<file path="config.mk">
export PLATFORM = sky130hd
export DESIGN_NAME = uart_result_reporter_flat
export DESIGN_NICKNAME = d
export VERILOG_FILES = /design/src/rtl/uart_report_pkg.sv /design/src/rtl/uart_result_reporter_if.sv /design/src/rtl/UART_TX.sv /design/src/rtl/uart_report_fifo.sv /design/src/rtl/uart_result_reporter.sv /design/src/flat_wrapper.sv
export SDC_FILE = /design/constraint.sdc
export NUM_CORES = 1
export LEC_CHECK = 0
export ABC_AREA = 0
export BUFFER_PORTS_ARGS = -buffer_cell sky130_fd_sc_hd__buf_2
export CAP_MARGIN = 20
export CORE_MARGIN = 5
export CORE_UTILIZATION = 35
export CTS_BUF_LIST = sky130_fd_sc_hd__clkbuf_16
export CTS_CLUSTER_SIZE = 30
export DETAILED_ROUTE_END_ITERATION = 7
export SLEW_MARGIN = 20
export SYNTH_ARGS = -nofsm -noshare
export SYNTH_HDL_FRONTEND = slang
export SYNTH_HIERARCHICAL = 1
export SYNTH_SLANG_ARGS = --single-unit
</file>
<file path="constraint.sdc">
create_clock -name Clk -period 6.45 [get_ports Clk]
set_input_delay 0 -clock Clk [delete_from_list [all_inputs] [get_ports Clk]]
set_output_delay 0 -clock Clk [all_outputs]
set_load 0.01 [all_outputs]
</file>
<file path="src/rtl/uart_report_pkg.sv">
// Shared types and constants for the UART result reporter.
// Holds FSM encodings, ASCII constants and the "Answer =" prefix ROM.
package uart_report_pkg;

   typedef enum logic [6:0] {
      S_IDLE   = 7'b0000001,
      S_CONV   = 7'b0000010,
      S_PREFIX = 7'b0000100,
      S_DIGIT  = 7'b0001000,
      S_CR     = 7'b0010000,
      S_LF     = 7'b0100000,
      S_DRAIN  = 7'b1000000
   } rep_state_t;

   typedef enum logic [1:0] {
      TX_IDLE,
      TX_START,
      TX_DATA,
      TX_STOP
   } tx_state_t;

   localparam logic [7:0] CHAR_CR   = 8'd13;
   localparam logic [7:0] CHAR_LF   = 8'd10;
   localparam logic [7:0] CHAR_ZERO = 8'd48;

   localparam int PREFIX_LEN = 8;
   localparam logic [8*PREFIX_LEN-1:0] PREFIX_INIT = "Answer =";

   // Byte 0 of the prefix is the leftmost character of the literal.
   function automatic logic [7:0] prefix_byte(input logic [2:0] idx);
      return PREFIX_INIT[8*(PREFIX_LEN-1-int'(idx)) +: 8];
   endfunction

endpackage

</file>
<file path="src/rtl/uart_result_reporter_if.sv">
// Result push handshake between the inference core and the reporter.
// Producer drives result/valid; the reporter answers with ready.
interface uart_result_reporter_if #(
   parameter int CLASS_W = 8
);
   logic [CLASS_W-1:0] i_Result;
   logic               i_Result_Valid;
   logic               o_Result_Ready;

   modport master (
      output i_Result,
      output i_Result_Valid,
      input  o_Result_Ready
   );

   modport slave (
      input  i_Result,
      input  i_Result_Valid,
      output o_Result_Ready
   );
endinterface

</file>
<file path="src/rtl/UART_TX.sv">
// 8N1 UART transmitter, line idle high.
// o_Tx_Active rises the cycle after a start request is seen.
module UART_TX
   import uart_report_pkg::*;
#(
   parameter int CLKS_PER_BIT = 87
) (
   input  logic       sysclk,
   input  logic       rst_n,
   input  logic [7:0] i_Tx_Byte,
   input  logic       i_Tx_start,
   output logic       o_Tx_Active,
   output logic       o_Tx_Serial,
   output logic       o_Tx_Done
);
   localparam int CW = $clog2(CLKS_PER_BIT + 1);
   localparam logic [CW-1:0] LAST = CW'(CLKS_PER_BIT - 1);

   tx_state_t   st, st_n;
   logic [CW-1:0] cnt, cnt_n;
   logic [2:0]  bit_r, bit_n;
   logic [7:0]  sh, sh_n;
   logic        done_n;
   logic        ser_n;

   always_ff @(posedge sysclk or negedge rst_n) begin
      if (!rst_n) begin
         st          <= TX_IDLE;
         cnt         <= '0;
         bit_r       <= '0;
         sh          <= '0;
         o_Tx_Active <= 1'b0;
         o_Tx_Serial <= 1'b1;
         o_Tx_Done   <= 1'b0;
      end else begin
         st          <= st_n;
         cnt         <= cnt_n;
         bit_r       <= bit_n;
         sh          <= sh_n;
         o_Tx_Active <= (st_n != TX_IDLE);
         o_Tx_Serial <= ser_n;
         o_Tx_Done   <= done_n;
      end
   end

   always_comb begin
      st_n   = st;
      cnt_n  = cnt;
      bit_n  = bit_r;
      sh_n   = sh;
      done_n = 1'b0;
      unique case (st)
         TX_IDLE: begin
            if (i_Tx_start) begin
               sh_n  = i_Tx_Byte;
               cnt_n = '0;
               st_n  = TX_START;
            end
         end
         TX_START: begin
            if (cnt == LAST) begin
               cnt_n = '0;
               bit_n = '0;
               st_n  = TX_DATA;
            end else begin
               cnt_n = cnt + 1'b1;
            end
         end
         TX_DATA: begin
            if (cnt == LAST) begin
               cnt_n = '0;
               bit_n = bit_r + 1'b1;
               if (bit_r == 3'd7) begin
                  st_n = TX_STOP;
               end
            end else begin
               cnt_n = cnt + 1'b1;
            end
         end
         TX_STOP: begin
            if (cnt == LAST) begin
               cnt_n  = '0;
               st_n   = TX_IDLE;
               done_n = 1'b1;
            end else begin
               cnt_n = cnt + 1'b1;
            end
         end
         default: st_n = TX_IDLE;
      endcase
      // Line level follows the state being entered so it stays registered.
      ser_n = 1'b1;
      if (st_n == TX_START) begin
         ser_n = 1'b0;
      end else if (st_n == TX_DATA) begin
         ser_n = sh_n[bit_n];
      end
   end

endmodule

</file>
<file path="src/rtl/uart_report_fifo.sv">
// Result FIFO, DEPTH x WIDTH, with occupancy count.
// Push and pop in one cycle are both honoured, also when full.
module uart_report_fifo #(
   parameter int WIDTH = 8,
   parameter int DEPTH = 4
) (
   input  logic                     clk,
   input  logic                     rst_n,
   input  logic                     push,
   input  logic [WIDTH-1:0]         wdata,
   input  logic                     pop,
   output logic [WIDTH-1:0]         rdata,
   output logic                     full,
   output logic                     empty,
   output logic [$clog2(DEPTH):0]   count
);
   localparam int AW = $clog2(DEPTH);

   logic [WIDTH-1:0] mem [DEPTH];
   logic [AW-1:0]    wr_ptr;
   logic [AW-1:0]    rd_ptr;
   logic             do_push;
   logic             do_pop;

   assign empty   = (count == '0);
   assign full    = (count == (AW+1)'(DEPTH));
   assign do_pop  = pop && !empty;
   assign do_push = push && (!full || do_pop);
   assign rdata   = mem[rd_ptr];

   always_ff @(posedge clk) begin
      if (do_push) begin
         mem[wr_ptr] <= wdata;
      end
   end

   always_ff @(posedge clk or negedge rst_n) begin
      if (!rst_n) begin
         wr_ptr <= '0;
         rd_ptr <= '0;
         count  <= '0;
      end else begin
         if (do_push) begin
            wr_ptr <= wr_ptr + 1'b1;
         end
         if (do_pop) begin
            rd_ptr <= rd_ptr + 1'b1;
         end
         unique case ({do_push, do_pop})
            2'b10:   count <= count + 1'b1;
            2'b01:   count <= count - 1'b1;
            default: count <= count;
         endcase
      end
   end

endmodule

</file>
<file path="src/rtl/uart_result_reporter.sv">
// Queues classifier results and prints "Answer =<decimal>" lines over UART.
// Define REPORTER_CRLF_EN to end lines with CR LF instead of CR alone.
module uart_result_reporter
   import uart_report_pkg::*;
#(
   parameter int CLASS_W      = 8,
   parameter int DEPTH        = 4,
   parameter int CLKS_PER_BIT = 87
) (
   input  logic                   Clk,
   input  logic                   Rst_n,
   uart_result_reporter_if.slave  res_if,
   output logic                   o_Tx_Serial,
   output logic                   o_Idle,
   output logic                   o_Done,
   output logic [$clog2(DEPTH):0] o_Count
);
   rep_state_t state, state_n;

   logic [7:0]         val_r, val_n;
   logic [1:0]         h_r, h_n;
   logic [3:0]         t_r, t_n;
   logic [2:0]         idx, idx_n;
   logic               tx_start, tx_start_n;
   logic [7:0]         tx_byte, tx_byte_n;
   logic               done_n;
   logic               tx_active;
   logic               tx_done;
   logic               tx_ready;
   logic               push;
   logic               pop;
   logic               full;
   logic               empty;
   logic [CLASS_W-1:0] head;

   assign res_if.o_Result_Ready = !full;
   assign push     = res_if.i_Result_Valid && !full;
   assign tx_ready = !tx_active && !tx_start;
   assign o_Idle   = (state == S_IDLE) && empty;

   uart_report_fifo #(
      .WIDTH (CLASS_W),
      .DEPTH (DEPTH)
   ) u_fifo (
      .clk   (Clk),
      .rst_n (Rst_n),
      .push  (push),
      .wdata (res_if.i_Result),
      .pop   (pop),
      .rdata (head),
      .full  (full),
      .empty (empty),
      .count (o_Count)
   );

   UART_TX #(
      .CLKS_PER_BIT (CLKS_PER_BIT)
   ) u_tx (
      .sysclk      (Clk),
      .rst_n       (Rst_n),
      .i_Tx_Byte   (tx_byte),
      .i_Tx_start  (tx_start),
      .o_Tx_Active (tx_active),
      .o_Tx_Serial (o_Tx_Serial),
      .o_Tx_Done   (tx_done)
   );

   always_ff @(posedge Clk or negedge Rst_n) begin
      if (!Rst_n) begin
         state    <= S_IDLE;
         val_r    <= '0;
         h_r      <= '0;
         t_r      <= '0;
         idx      <= '0;
         tx_start <= 1'b0;
         tx_byte  <= '0;
         o_Done   <= 1'b0;
      end else begin
         state    <= state_n;
         val_r    <= val_n;
         h_r      <= h_n;
         t_r      <= t_n;
         idx      <= idx_n;
         tx_start <= tx_start_n;
         tx_byte  <= tx_byte_n;
         o_Done   <= done_n;
      end
   end

   always_comb begin
      state_n    = state;
      val_n      = val_r;
      h_n        = h_r;
      t_n        = t_r;
      idx_n      = idx;
      tx_start_n = 1'b0;
      tx_byte_n  = tx_byte;
      done_n     = 1'b0;
      pop        = 1'b0;
      unique case (state)
         S_IDLE: begin
            if (!empty) begin
               pop     = 1'b1;
               val_n   = 8'(head);
               h_n     = '0;
               t_n     = '0;
               state_n = S_CONV;
            end
         end
         S_CONV: begin
            if (val_r >= 8'd100) begin
               val_n = val_r - 8'd100;
               h_n   = h_r + 2'd1;
            end else if (val_r >= 8'd10) begin
               val_n = val_r - 8'd10;
               t_n   = t_r + 4'd1;
            end else begin
               idx_n   = '0;
               state_n = S_PREFIX;
            end
         end
         S_PREFIX: begin
            if (tx_ready) begin
               tx_start_n = 1'b1;
               tx_byte_n  = prefix_byte(idx);
               idx_n      = idx + 3'd1;
               if (idx == 3'(PREFIX_LEN - 1)) begin
                  idx_n   = '0;
                  state_n = S_DIGIT;
               end
            end
         end
         S_DIGIT: begin
            // idx walks hundreds, tens, units; leading zeros are skipped.
            if (idx == 3'd0) begin
               if (h_r == '0) begin
                  idx_n = 3'd1;
               end else if (tx_ready) begin
                  tx_start_n = 1'b1;
                  tx_byte_n  = CHAR_ZERO + {6'd0, h_r};
                  idx_n      = 3'd1;
               end
            end else if (idx == 3'd1) begin
               if (h_r == '0 && t_r == '0) begin
                  idx_n = 3'd2;
               end else if (tx_ready) begin
                  tx_start_n = 1'b1;
                  tx_byte_n  = CHAR_ZERO + {4'd0, t_r};
                  idx_n      = 3'd2;
               end
            end else if (tx_ready) begin
               tx_start_n = 1'b1;
               tx_byte_n  = CHAR_ZERO + val_r;
               idx_n      = '0;
               state_n    = S_CR;
            end
         end
         S_CR: begin
            if (tx_ready) begin
               tx_start_n = 1'b1;
               tx_byte_n  = CHAR_CR;
`ifdef REPORTER_CRLF_EN
               state_n    = S_LF;
`else
               state_n    = S_DRAIN;
`endif
            end
         end
`ifdef REPORTER_CRLF_EN
         S_LF: begin
            if (tx_ready) begin
               tx_start_n = 1'b1;
               tx_byte_n  = CHAR_LF;
               state_n    = S_DRAIN;
            end
         end
`endif
         S_DRAIN: begin
            if (tx_ready || tx_done) begin
               done_n  = 1'b1;
               state_n = S_IDLE;
            end
         end
         default: state_n = S_IDLE;
      endcase
   end

endmodule

</file>
<file path="src/flat_wrapper.sv">
// flat-port wrapper written by rule: the top's interface ports become plain ports
module uart_result_reporter_flat import uart_report_pkg::*;
#(
   parameter int CLASS_W      = 8,
   parameter int DEPTH        = 4,
   parameter int CLKS_PER_BIT = 87
)
  (Clk, Rst_n, o_Tx_Serial, o_Idle, o_Done, o_Count, res_if_i_Result, res_if_i_Result_Valid, res_if_o_Result_Ready);
  uart_result_reporter_if #(.CLASS_W(CLASS_W)) res_if_i ();
  input  logic Clk;
  input  logic Rst_n;
  output logic o_Tx_Serial;
  output logic o_Idle;
  output logic o_Done;
  output logic [$clog2(DEPTH):0] o_Count;
  input wire logic [$bits(res_if_i.i_Result)-1:0] res_if_i_Result;
  input wire logic [$bits(res_if_i.i_Result_Valid)-1:0] res_if_i_Result_Valid;
  output wire logic [$bits(res_if_i.o_Result_Ready)-1:0] res_if_o_Result_Ready;
  assign res_if_i.i_Result = res_if_i_Result;
  assign res_if_i.i_Result_Valid = res_if_i_Result_Valid;
  assign res_if_o_Result_Ready = res_if_i.o_Result_Ready;
  uart_result_reporter #(.CLASS_W(CLASS_W), .DEPTH(DEPTH), .CLKS_PER_BIT(CLKS_PER_BIT)) u_core (.Clk(Clk), .Rst_n(Rst_n), .res_if(res_if_i), .o_Tx_Serial(o_Tx_Serial), .o_Idle(o_Idle), .o_Done(o_Done), .o_Count(o_Count));
endmodule
</file>
==> metrics.md <==
| Metric | Value |
|---|---|
| Status | finished, final reports clean |
| Yosys reg bits | 95 |
| CP Max Fanout | 17 |
| DP Cell Count | between 600 and 700 |
| Pin count of the biggest net entering global routing | between 60 and 70 |
| Fin nets | ~550 |
| Largest family of logic cells by synthesized area | compound AO/OA/AOI/OAI gates |
| Root Buffer | clkbuf_16 |
| Vias in the first global route | around 3600 |
| Total power | 2.380 mW |
| Setup TNS | 0 ns |
| Layout Area Growth over Synthesis | 11.74% |
| Simple-gate area share of the yosys netlist | 0.1537 |
| Via count | about 3700 |
| Slowest-stage cell, CP | nor3_1 |
| Asr flop ratio synth | 0.6632 |
| Fmax | about 0.33 GHz |
| Slew of the pin with the lowest slew margin | between 0.8 and 0.9 ns |
| Vias/cell | around 5.3 |
| Drt total wl | around 11 mm |
| WHS | just under 0.2 ns |
| Pleak | ~2.4 nW |
| Final Critical Period | between 3 and 4 ns |
| Share of cells above drive strength 1 | 0.1504 |
| Worst stage delay on the critical path | approximately 0.53 ns |
| Area contributors post-synth | dfrtp_1, edfxtp_1, ha_1 |
| GP Congestion | ~0.85 |
| Filler cell count | around 1500 |
| H-tree levels | 3 |
| Ys flop type | dfrtp_1 |
| Routed len/inst | 15.64 µm |
| CTS tree | yes |
| RSZ-0062 raised after global routing | false |
| Share of the synthesized area in the top cell type | 0.2876 |
| First-pass GRT wire length | approximately 19 mm |
| Chip height | between 100 and 150 µm |
| Post-route core utilization | 0.3945 |
| Slew Viols, Final | 0 |
| Synthesized area per cell | between 10 and 15 µm² |
| Max cap viols | 0 |
| DIE AREA | roughly 0.018 mm² |
| Hold path depth | 4 |
| CP cell instances | nor3_1 -> nand3b_1 -> clkinv_1 -> nand2b_1 -> or2_2 -> fa_1 -> o21bai_1 -> a31oi_1 -> o21a_1 |
| WHS Endpoint | u_core/u_fifo/count[0] |
| Max clock buf depth | 2 |
| Syn Std Cell Area | roughly 0.0053 mm² |
| HPWL Detailed | approximately 7.7 mm |
| Net Count, Synth | 529 |
| Clock slew at reported path FFs | 0.07 ns |
| DRC | 0 |
| Max_slew headroom | 0.4177 |
| Final Hold Vio Count | 0 |
| GRT overflow | 0 |
| Crit end category | register |
| Seq/Total Area, Yosys | 0.4785 |
| RR Endpoint | u_core/u_fifo/count[1] |
| Multiplexer share of the synthesized area | 0.07591 |
| DR iter-0 viols | 260 |
| I/O Pins | 18 |
| Cts bufs inserted | 9 |
| VDD IR-drop max | about 0.00022 V |
| Worst skew pair latency | between 0.3 and 0.4 ns |
| Crit path required time | 6.74 ns |
| CTS Sinks | 95 |
| Post-synthesis adder-cell area fraction | 0.07449 |
| Arrival @ worst endpoint | between 3 and 4 ns |
| Final Cycle Share | 0.4761 |
| Synth Area in Compound Gates | 0.1631 |
| Starting density of the core | 0.3531 |
| Number of port buffers | 17 |
| XOR/XNOR Fraction of Synth Area | 0.01320 |
| Unique masters post-synth | 80 |
| Chip Width | ~130 µm |
| FF-to-FF Start | u_core/u_fifo/count[2] |
| # rows | 45 |
| Finished Layout Cells | 700 |
| Antenna diode count | 0 |
| DRT Pass-1 Iters | 6 |
| Gr usage total | 0.1294 |
| Core box area | 0.01503 mm² |
| Skew final | approximately 0.010 ns |
| Worst Hold Class | primary input to register |
| Crit path launch type | register |
| DRT antenna net count | 0 |
| Post-Syn Instances | between 400 and 500 |
| Synth warn | 6 |
| Post_cts resized | 0 |
| Worst R2R Path Depth | 9 |
| Initial antenna violation count | 0 |
| Post-synth EDFFs | 32 |
| Crit Path Class | register to register |
| Cell taking the most area after synthesis | dfrtp_1 |
| Min-delay src | res_if_i_Result_Valid |
| R2R Setup Slk | between 3 and 4 ns |
| # setup viols final | 0 |
| Pwr Density | approximately 400 mW/mm² |
-- worst max-delay path by stage --
stage | start | end | slack (ns) | depth (start not counted)
after global routing | u_core/u_fifo/count[2] | u_core/val_r[5] | 3.13 | 8
final | u_core/u_fifo/count[2] | u_core/u_fifo/count[1] | 3.38 | 9
after detailed placement | u_core/u_fifo/count[2] | u_core/u_fifo/count[1] | 3.43 | 9
after CTS | u_core/u_fifo/count[2] | u_core/u_fifo/count[1] | 3.37 | 9
after global placement | u_core/state[0] | u_core/u_fifo/count[2] | 3.53 | 9
after floorplan | u_core/state[0] | u_core/u_fifo/count[2] | 3.64 | 10
-- per-stage QoR --
step,worst slack (ns),area (µm²)
2_1_floorplan,3.642,5308
3_3_place_gp,3.529,5553
3_5_place_dp,3.428,5553
4_1_cts,3.375,5931
5_1_grt,3.132,5931
6_report,3.379,5931
-- state kept, by name, indices dropped and copies added, names as in the netlist, 3 cells and up --
| register | count |
|---|---|
| u_core/u_fifo/mem | 32 |
| u_core/idx | 3 |
| u_core/state | 6 |
| u_core/tx_byte | 8 |
| u_core/u_tx/bit_r | 3 |
| u_core/val_r | 8 |
| u_core/t_r | 4 |
| u_core/u_tx/sh | 8 |
| u_core/u_tx/cnt | 7 |
| u_core/u_fifo/count | 3 |
-- worst max-delay path: cells and delay by family (launching register included) --
family	cells	cell delay (ns)
fa+ha+maj	1	0.43
buf+inv	1	0.43
compound gates	3	0.47
flops	1	0.47
simple gates	4	1.20
-- what timing repair did --
action	CTS	global route
hold buffers	9	0
setup buffers	0	0
endpoints found under the hold margin	93	0
-- cells by family (layout without fill, tap and decap cells) --
logic type / count (synthesis) / count (layout)
flip-flops: 95 / 95
AND/OR/NAND/NOR: 152 / 152
adder cells (fa/ha/maj): 31 / 31
AO/OA/AOI/OAI: 120 / 120
buffers and inverters: 53 / 78
multiplexers: 28 / 28
XOR/XNOR: 8 / 8
-- synth_stat cells, drive strengths merged (4+ instances only) --
cell type	count
a21oi	22
a31oi	9
and2	10
and3	5
buf	8
clkbuf	11
dfrtp	61
edfxtp	32
ha	30
inv	33
mux2	12
mux2i	8
mux4	8
nand2	46
nand2b	10
nand3	14
nand3b	5
nor2	24
nor2b	10
nor3	6
o211ai	8
o21a	4
o21ai	23
o221ai	4
o22ai	5
o31ai	7
or2	4
or4	4
xnor2	6
-- where the power goes --
group / total (mW) / switching [mW] / leakage (nW) / internal, mW
registers: 0.929 / 0.156 / 1.12 / 0.773
clock network: 0.515 / 0.246 / 0.139 / 0.270
logic: 0.936 / 0.528 / 1.18 / 0.408
total: 2.38 / 0.930 / 2.44 / 1.45
-- metal layers --
layer	vias up	track usage	wire, µm
met5	-	0	0
met4	0	0.04914	174
met3	11	0.02681	332
met2	64	0.2142	5373
met1	1823	0.1676	5067
li1	1832	-	-
-- area by class of cell --
| type | count | area, µm² | share of cell area |
|---|---|---|---|
| clock buffer | 9 | 225.2 | 0.03797 |
| clock inverter | 7 | 62.56 | 0.01055 |
| inverter | 34 | 127.6 | 0.02152 |
| multi-input combinational | 339 | 2550 | 0.4300 |
| sequential | 95 | 2540 | 0.4283 |
| tap | 188 | 235.2 | 0.03966 |
| timing repair buffer | 28 | 190.2 | 0.03207 |
-- cell usage in the layout (no fill, tap or decap), types with 6 or more instances in the layout --
cell and count:
o211ai_1 8, mux2_2 10, nor2_1 24, ha_1 30, o31ai_1 7, xnor2_1 6
nor2b_1 9, and2_1 7, clkbuf_16 9, dlygate4sd3_1 9, a31oi_1 7, inv_1 33
nand3_1 13, dfrtp_1 61, mux2i_1 8, o21ai_0 22, nand2b_1 10, buf_2 17
a21oi_1 22, nor3_1 6, edfxtp_1 32, nand2_1 46, mux4_2 8
Note: power is estimated with default switching activity, not from simulation.
